<file path="src/rtl/fetchinstrgen_mul_pipe.sv">
// fetchinstrgen_mul_pipe: pipelined integer multiplier with a valid/ready handshake.
//   The full product and its overflow flag are formed in stage 0. Later stages only carry them.
//   Ports:
//     ap_clk, ap_rst_n      clock, asynchronous active-low reset
//     in_valid/in_ready     operand handshake (din0, din1)
//     out_valid/out_ready   result handshake (dout, dout_ovf)
//     busy                  any stage holds valid data
//   FETCHINSTRGEN_MUL_PIPE_SAT_EN: when defined, an overflowing result saturates instead of wrapping.
module fetchinstrgen_mul_pipe #(
  parameter int DIN0_WIDTH = 16,
  parameter int DIN1_WIDTH = 16,
  parameter int DOUT_WIDTH = 20,
  parameter int NUM_STAGE  = 3,
  parameter int SIGNED     = 0
) (
  input  logic                  ap_clk,
  input  logic                  ap_rst_n,
  input  logic                  in_valid,
  output logic                  in_ready,
  input  logic [DIN0_WIDTH-1:0] din0,
  input  logic [DIN1_WIDTH-1:0] din1,
  output logic                  out_valid,
  input  logic                  out_ready,
  output logic [DOUT_WIDTH-1:0] dout,
  output logic                  dout_ovf,
  output logic                  busy
);
  localparam int PW = DIN0_WIDTH + DIN1_WIDTH;
  localparam int N  = NUM_STAGE;
  logic [PW-1:0]         a_ext, b_ext, p;
  logic signed [PW-1:0]  p_sh;
  logic                  ovf;
  logic [DOUT_WIDTH-1:0] res;
  logic [N-1:0]          v_q, v_d, o_q, o_d, adv;
  logic [DOUT_WIDTH-1:0] d_q [N];
  logic [DOUT_WIDTH-1:0] d_d [N];
  logic                  in_xfer;
`ifdef FETCHINSTRGEN_MUL_PIPE_SAT_EN
  logic [DOUT_WIDTH-1:0] max_v;
`endif
  // Both operands are extended to the full product width, so the low PW bits of the product are exact for either signedness.
  always_comb begin
    a_ext = {{DIN1_WIDTH{(SIGNED != 0) && din0[DIN0_WIDTH-1]}}, din0};
    b_ext = {{DIN0_WIDTH{(SIGNED != 0) && din1[DIN1_WIDTH-1]}}, din1};
    p     = a_ext * b_ext;
    p_sh  = $signed(p) >>> (DOUT_WIDTH - 1);
    ovf   = (SIGNED != 0) ? !(p_sh == '0 || p_sh == '1) : (p >> DOUT_WIDTH) != '0;
`ifdef FETCHINSTRGEN_MUL_PIPE_SAT_EN
    max_v = {DOUT_WIDTH{1'b1}} >> (SIGNED != 0);
    res   = !ovf ? p[DOUT_WIDTH-1:0] : ((SIGNED != 0) && p[PW-1]) ? ~max_v : max_v;
`else
    res   = p[DOUT_WIDTH-1:0];
`endif
  end
  // Stage k may advance unless it and every stage after it are full while the output is stalled.
  always_comb begin
    for (int k = 0; k < N; k++)
      adv[k] = out_ready || !(&(v_q | ~({N{1'b1}} << k)));
  end
  assign in_ready = ap_rst_n && adv[0];
  assign in_xfer  = in_valid && in_ready;
  always_comb begin
    v_d[0] = adv[0] ? in_xfer : v_q[0];
    o_d[0] = (adv[0] && in_xfer) ? ovf : o_q[0];
    d_d[0] = (adv[0] && in_xfer) ? res : d_q[0];
    for (int k = 1; k < N; k++) begin
      v_d[k] = adv[k] ? v_q[k-1] : v_q[k];
      o_d[k] = (adv[k] && v_q[k-1]) ? o_q[k-1] : o_q[k];
      d_d[k] = (adv[k] && v_q[k-1]) ? d_q[k-1] : d_q[k];
    end
  end
  always_ff @(posedge ap_clk or negedge ap_rst_n) begin
    if (!ap_rst_n) begin
      v_q <= '0;
      o_q <= '0;
      for (int k = 0; k < N; k++) d_q[k] <= '0;
    end else begin
      v_q <= v_d;
      o_q <= o_d;
      d_q <= d_d;
    end
  end
  assign out_valid = v_q[N-1];
  assign dout      = d_q[N-1];
  assign dout_ovf  = o_q[N-1];
  assign busy      = |v_q;
endmodule

</file>
<file path="config.mk">
export PLATFORM = sky130hd
export DESIGN_NAME = fetchinstrgen_mul_pipe
export DESIGN_NICKNAME = d
export VERILOG_FILES = /design/src/rtl/fetchinstrgen_mul_pipe.sv
export SDC_FILE = /design/constraint.sdc
export NUM_CORES = 1
export LEC_CHECK = 0
export ABC_AREA = 1
export CAP_MARGIN = 25
export CORE_MARGIN = 2
export CORE_UTILIZATION = 40
export CTS_CLUSTER_DIAMETER = 80
export DETAILED_ROUTE_END_ITERATION = 10
export PLACE_DENSITY = 0.65
export SYNTH_ARGS = -nofsm -noshare
export SYNTH_HDL_FRONTEND = slang
export SYNTH_SLANG_ARGS = --single-unit
</file>
<file path="constraint.sdc">
create_clock -name ap_clk -period 1.88 [get_ports ap_clk]
set_clock_uncertainty 0.15 [all_clocks]
set_input_delay 0.188 -clock ap_clk [delete_from_list [all_inputs] [get_ports ap_clk]]
set_output_delay 0.188 -clock ap_clk [all_outputs]
set_load 0.02 [all_outputs]
</file>
# --- Yosys cells after proc, flatten, opt, wreduce, memory -nomap -nowiden ---
# Cells that the tools add are included.
totals:
  ff_bits: 66
  in_bits: 36
  output_inout_bits: 24
  word_cells: 25
op_classes:
  mul: 1
  reduce_logical: 15
ops:
  columns: ["operator", "count"]
  rows:
  - ["$mul A16 B16 Y32", 1]
  - ["$reduce_bool A32 Y1", 1]
  - ["$logic_and A1 B1 Y1", 5]
  - ["$logic_not A1 Y1", 3]
  - ["$logic_or A1 B1 Y1", 3]
  - ["$reduce_and A3 Y1", 1]
  - ["$reduce_or A3 Y1", 1]
  - ["$reduce_and A2 Y1", 1]

# --- Longest topological paths before layout ---
# Gate-level depths: netlist of run 1.
logic_depth:
  ltp_word: 6
  mapped_depth: 34
  mapped_depth_nobuf: 32

# --- Least setup slack after synthesis of run 1 ---
# Ideal clock, no wire load.
synth_timing:
  kind: "input -> register"
  start: "input din1[1]"
  end: "register o_q[0]"
  setup_time_ns: 0.116
  arrival_ns: 5.190
  required_time_ns: 1.614
  slack_ns: -3.577
  path_stages: 26
  path_buffers: 2
  cell_sequence: "clkbuf_1 clkbuf_1 nand2_1 fa_1 fa_1 inv_1 fa_1 inv_1 fa_1 fa_1 fa_1 inv_1 ha_1 nand2_1 nor2_2 nand2_1 nor2_1 nand2_1 nand4_1 nand2_1 nor2_1 nand2_1 nor2_1 nand2_1 nand2_1 nand2_1"
synth_via:
  elab_chain_len: 2
synth_rtl:
  columns: ["element", "line_no", "text"]
  rows:
  - ["start: declaration", "21", "input logic [DIN1_WIDTH-1:0] din1,"]
  - ["$mul A16 B16 Y32", "45", "p = a_ext * b_ext;"]
  - ["$reduce_bool A32 Y1", "47", "ovf = (SIGNED != 0) ? !(p_sh == '0 || p_sh == '1) : (p >> DOUT_WIDTH) != '0;"]
  - ["end signal: assignment", "75", "o_q <= '0;"]
  - ["end signal: assignment", "79", "o_q <= o_d;"]
  - ["end: declaration", "34", "logic [N-1:0] v_q, v_d, o_q, o_d, adv;"]
# Every way passes these cells.
# A chain may end at the register's enable or synchronous reset.

# --- Worst setup path in the final report of run 1 ---
layout_timing:
  start: "input din1[5]"
  end: "register o_q[0]"
# The elaborated chain is that of the path after synthesis.

==> flow_summary.yaml, run 1 <==
placement:
  place_congestion: 0.873
  placed_cell_area_sq_um: 14500
  placement.io_buffers: 59
  dp_cells: 2115
  dp_hpwl_mm: 24.7
cells_and_area:
  nets: 2147
  drive_gt1_frac: 0.317
  diodes: 0
  final_cells: 2208
  most-common-layout-cells: "404 x inv_1, 374 x nand2_1, 185 x fa_1"
  area_growth_pct: 36.0
  mostFrequentLayoutCell: "inv_1"
  final_area_sq_um: 16600
drt:
  routedWlPerCell_um: 14.6
  drt-vias-per-instance: 4.73
  first_pass_iters: 5
  drc: 0
  vias: 10400
  antenna_left: 0
  drt_wl_total_mm: 32.3
  first_iter_violations: 585
setup_path:
  critPathMaxStageDelay_ns: 0.55
  critical-path-slowest-cell: "fa_1"
  r2r-start: "v_q[2]$_DFFE_PN0N_"
  r2r_end: "d_q[26]$_DFFE_PN0P_"
  rrSetupSlack_ns: 0.22
  endpoint_kind: "register"
  crit_path_frequent_cell: "nand2_1"
  critPathLaunchType: "primary input"
  criticalPathCategory: "primary input to register"
  reg2reg_depth: 7
  critPathArrivalTime_ns: 5.27
  critPathMaxFanout: 4
  crit_required_ns: 1.99
die:
  core-area_sq_um: 29900
  die_area_sq_um: 31900
  rows: 63
  die_width_um: 179
  initial_core_util: 0.409
  dieHeight_um: 179
  pin_count: 60
yosys:
  synth_area_sq_um: 12200
  ys_warn_count: 0
  synth-simple-area-share: 0.192
  synth_compound_area_frac: 0.0231
  yosysSeqAreaShare: 0.135
  ys_types: 32
  avgSynthCellArea_sq_um: 7.55
  synth_nets: 1951
  synth_mux_area_frac: 0.0314
  synth_top_family_by_area: "adder cells"
  syn_inst: 1617
  synth-xor-area-share: 0.0122
  synth_edf_count: 0
  async_reset_ff_frac: 1.00
  ys_ff_latch: 66
  yosys.area_share.adder: 0.425
  synth_flop_cell: "dfrtp_1"
clock_network:
  cts_buffer_depth: 2
  h-tree-depth: 3
  cts_buffers: 9
  ctsRootBufferMaster: "clkbuf_16"
  clk_latency_ns: 0.32
  cts.reportedPaths.clkPinSlew_ns: 0.06
  cts_tree: "yes"
  cts.sinks: 66
timing:
  slew_viol_final: 0
  setup_tns_ns: -44.67
  worst_slew_pin_slew_ns: 0.827
  fmax_ghz: 0.194
  min_period_over_period: 2.75
  slew_headroom: 0.449
  setup_slack_ns: -3.28
  grt_setup_unrepaired: "yes"
  hold_ws_ns: 0.312
  period_needed_ns: 5.16
  hold_viol_final: 0
  setup_viol: 18
min_path:
  hold_depth: 5
  hp-class: "primary input to register"
  min-delay-start: "din0[0]"
  holdPathEnd: "d_q[40]$_DFFE_PN0P_"
grt:
  grt_pass1_vias: 11200
  grt_max_degree: 67
  grt_use_total: 0.214
  antenna_found_initial: 0
  grt_pass1_wl_mm: 54.0
  grt_overflow: 0
outcome:
  outcome: "finished, violations left"
  violations: "negative setup slack"
run:
  drv_cap: 0
## stage by stage
| stage | setup WS (ns) | util |
|---|---|---|
| 5_1_grt | -3.53 | 0.556 |
| 4_1_cts | -3.25 | 0.542 |
| 6_report | -3.28 | 0.556 |
| 3_5_place_dp | -4.03 | 0.486 |
| 3_3_place_gp | -4.03 | 0.486 |
| 2_1_floorplan | -3.23 | - |
## flip-flops by register name, summed over array words and instances (netlist names)
signal / flops
v_q: 3
d_q: 40
dout: 20
o_q: 3
## worst max-delay path, delay by kind of cell
kind	cells	cell delay (ns)
adder cells (fa/ha/maj)	7	3.31
AND/OR/NAND/NOR	15	1.10
buffers and inverters	7	0.67
## synthesized netlist by cell type (16+ instances only)
master / instances / area (sq um)
dfrtp_1: 66 / 1650
mux2_2: 34 / 383
clkbuf_1: 67 / 251
fa_1: 194 / 3880
nand2_2: 16 / 100
nand3_1: 22 / 110
inv_1: 471 / 1770
nor2_1: 39 / 146
o21ai_0: 30 / 150
a21oi_1: 17 / 85.1
buf_4: 21 / 158
ha_1: 104 / 1300
nand2_1: 478 / 1790
## routing by layer
metal	share of wire	GRT usage	routed length, um
met2	0.50	0.377	16100
met1	0.43	0.281	13900
met5	0	0	0
met3	0.047	0.0303	1520
met4	0.021	0.0427	683
## worst max path at each step
stage	slack, ns	end	cells after the start	start
CTS	-3.25	o_q[0]$_DFFE_PN0P_	28	din1[6]
finish	-3.28	o_q[0]$_DFFE_PN0P_	29	din1[5]
floorplan	-3.23	o_q[0]$_DFFE_PN0P_	27	din1[6]
detailed placement	-4.03	o_q[0]$_DFFE_PN0P_	29	din0[4]
global route	-3.53	o_q[0]$_DFFE_PN0P_	29	din0[10]
global placement	-4.03	o_q[0]$_DFFE_PN0P_	26	din1[7]
## logic make-up after synthesis
group | count (synthesis)
and+or+nand+nor | 582
buffers and inverters | 567
adders and majority gates | 298
DFF | 66
AOI/OAI and AO/OA | 53
muxes | 34
xor gates and xnor gates | 17
## layout make-up
| cell class | count | area (sq um) |
|---|---|---|
| fillers | 2609 | 13300 |
| multi-input cells | 984 | 9470 |
| repair buffers | 277 | 2910 |
| inverters | 475 | 1790 |
| flip-flops and latches | 66 | 1650 |
| well taps | 390 | 488 |
| clock buffers | 12 | 256 |
| clock inverters | 4 | 50.0 |
## what timing repair did
action | 4_1_cts | 5_1_grt
endpoints found under the hold margin | 66 | 0
gates cloned | 12 | 0
resized for setup | 371 | 118
hold buffers | 1 | 0
buffers inserted | 54 | 18
pin swaps | 129 | 91
endpoints found under the setup margin | 20 | 19
Power of run 1 is left out: the tool's default activity adds up to more than one toggle a clock period on the data nets, which glitch-free logic cannot reach.
==> inputs of run 2 (changes only) <==
--- a/config.mk
+++ b/config.mk
@@ -12,6 +12,7 @@
 export CTS_CLUSTER_DIAMETER = 80
 export DETAILED_ROUTE_END_ITERATION = 10
 export PLACE_DENSITY = 0.65
+export SKIP_LAST_GASP = 1
 export SYNTH_ARGS = -nofsm -noshare
 export SYNTH_HDL_FRONTEND = slang
 export SYNTH_SLANG_ARGS = --single-unit
==> run 2 against run 1 <==
Non-clock buffer count shrank 6. Maximum frequency grew 0.30%. Core utilization shrank 0.52 points. Highest routed layer unchanged. Final cell count shrank 0.27%. Via count shrank 0.19%. The run still ends with negative setup slack left. Largest cell class unchanged. Sequential share of layout area grew 0.095 points.
==> flow_summary.yaml, run 2 (synthesis gave the netlist of run 1 again) <==
clock_network:
  ctsRootBufferMaster: "clkbuf_16"
  cts_buffer_depth: 2
  cts_tree: "yes"
  cts.reportedPaths.clkPinSlew_ns: 0.06
  cts.sinks: 66
  clk_latency_ns: 0.32
  h-tree-depth: 3
  cts_buffers: 9
drt:
  first_iter_violations: 547
  drt-vias-per-instance: 4.73
  routedWlPerCell_um: 14.6
  drc: 0
  drt_wl_total_mm: 32.2
  antenna_left: 0
  vias: 10400
  first_pass_iters: 8
die:
  die_area_sq_um: 31900
  initial_core_util: 0.409
  dieHeight_um: 179
  pin_count: 60
  core-area_sq_um: 29900
  rows: 63
  die_width_um: 179
cells_and_area:
  top_register: "d_q"
  area_growth_pct: 34.7
  nets: 2141
  fillers: 2634
  drive_gt1_frac: 0.304
  most-common-layout-cells: "413 x inv_1, 384 x nand2_1, 184 x fa_1"
  multi_input_area_sq_um: 9460
  mostFrequentLayoutCell: "inv_1"
  seq_area_sq_um: 1650
  final_cells: 2202
  largest_reg_flops: 40
  diodes: 0
placement:
  dp_slack_ns: -4.03
  place_congestion: 0.873
  placement.io_buffers: 59
  dp_cells: 2115
  dp_hpwl_mm: 24.7
grt:
  antenna_found_initial: 0
  grt_pass1_vias: 11100
  grt_max_degree: 67
  grt_overflow: 0
  grt_pass1_wl_mm: 53.5
  grt_use_total: 0.212
timing:
  grt_setup_unrepaired: "yes"
  worst_slew_pin_slew_ns: 0.832
  hold_viol_final: 0
  setup_slack_ns: -3.27
  fmax_ghz: 0.194
  slew_headroom: 0.446
  setup_viol: 18
  min_period_over_period: 2.74
  slew_viol_final: 0
  period_needed_ns: 5.15
run:
  drv_cap: 0
setup_path:
  crit_required_ns: 1.95
  critPathMaxFanout: 5
  critPathLaunchType: "primary input"
  endpoint_kind: "register"
  criticalPathCategory: "primary input to register"
  critPathArrivalTime_ns: 5.21
outcome:
  outcome: "finished, violations left"
  violations: "negative setup slack"
min_path:
  hp-class: "register to register"
==> run 2: cell count changes in the layout (fill, tap and decap cells not counted), moves of 3 or more <==
cell | previous run | this run
nand2_2 | 90 | 75
nand2_1 | 374 | 384
inv_1 | 404 | 413
buf_4 | 121 | 129
inv_2 | 70 | 62
buf_6 | 62 | 55
nand2_4 | 29 | 34
buf_8 | 17 | 14
==> run 2: layout make-up <==
| type | count | area share |
|---|---|---|
| well taps | 390 | 0.0297 |
| clock inverters | 4 | 0.00304 |
| clock buffers | 12 | 0.0156 |
| multi-input cells | 984 | 0.575 |
| flip-flops and latches | 66 | 0.100 |
| repair buffers | 271 | 0.168 |
| inverters | 475 | 0.108 |
==> run 2: final timing paths <==
path / start / cells after the start / slack [ns] / to
max in group asynchronous: ap_rst_n / 3 / 0.58 / d_q[44]$_DFFE_PN0P_
min in group asynchronous: ap_rst_n / 3 / 0.46 / dout[10]$_DFFE_PN0P_
max reg2reg: v_q[2]$_DFFE_PN0N_ / 7 / 0.22 / d_q[26]$_DFFE_PN0P_
max: din1[13] / 25 / -3.27 / o_q[0]$_DFFE_PN0P_
min reg2reg: d_q[21]$_DFFE_PN0P_ / 2 / 0.33 / d_q[21]$_DFFE_PN0P_
min: d_q[21]$_DFFE_PN0P_ / 2 / 0.33 / d_q[21]$_DFFE_PN0P_
==> run 2: repair_timing <==
action	in CTS	in global routing
pin swaps	125	97
endpoints found under the hold margin	66	0
setup buffers	54	14
resized for setup	334	129
setup endpoints to repair	20	19
gates cloned	12	0
hold buffers	1	0
==> run 2: metal layers <==
layer | share of wire | vias up | GRT usage
li1 | - | 4931 | -
met1 | 0.43 | 5181 | 0.280
met2 | 0.50 | 250 | 0.376
met3 | 0.053 | 56 | 0.0284
met4 | 0.021 | 0 | 0.0362
met5 | 0 | - | 0
==> run 2: stage by stage <==
stage / TNS (ns) / hold WS [ns] / utilization / area (sq um)
final: -44.42 / 0.328 / 0.551 / 16400
after floorplan: -42.29 / -0.258 / - / 13200
after global placement: -59.54 / 0.285 / 0.486 / 14500
after CTS: -44.53 / 0.337 / 0.538 / 16100
after global routing: -46.88 / 0.364 / 0.551 / 16400
after detailed placement: -60.18 / 0.295 / 0.486 / 14500
==> run 2: worst max-delay path: stages <==
cell and delay, ns:
clkdlybuf4s15_2 0.18, buf_6 0.12, buf_6 0.11, nand2_2 0.05
fa_1 0.50, fa_1 0.51, inv_1 0.05, fa_1 0.53
fa_1 0.45, fa_1 0.55, fa_1 0.47, ha_4 0.35
nand2_4 0.08, nor2_4 0.20, nand2_2 0.11, nor2_1 0.10
nand2_1 0.11, nand4_1 0.09, nand2_1 0.07, nor2_1 0.09
nand2_1 0.05, nor2_1 0.09, nand2_1 0.06, nand2_1 0.06
nand2_1 0.05
Power of run 2 is left out for the same reason.
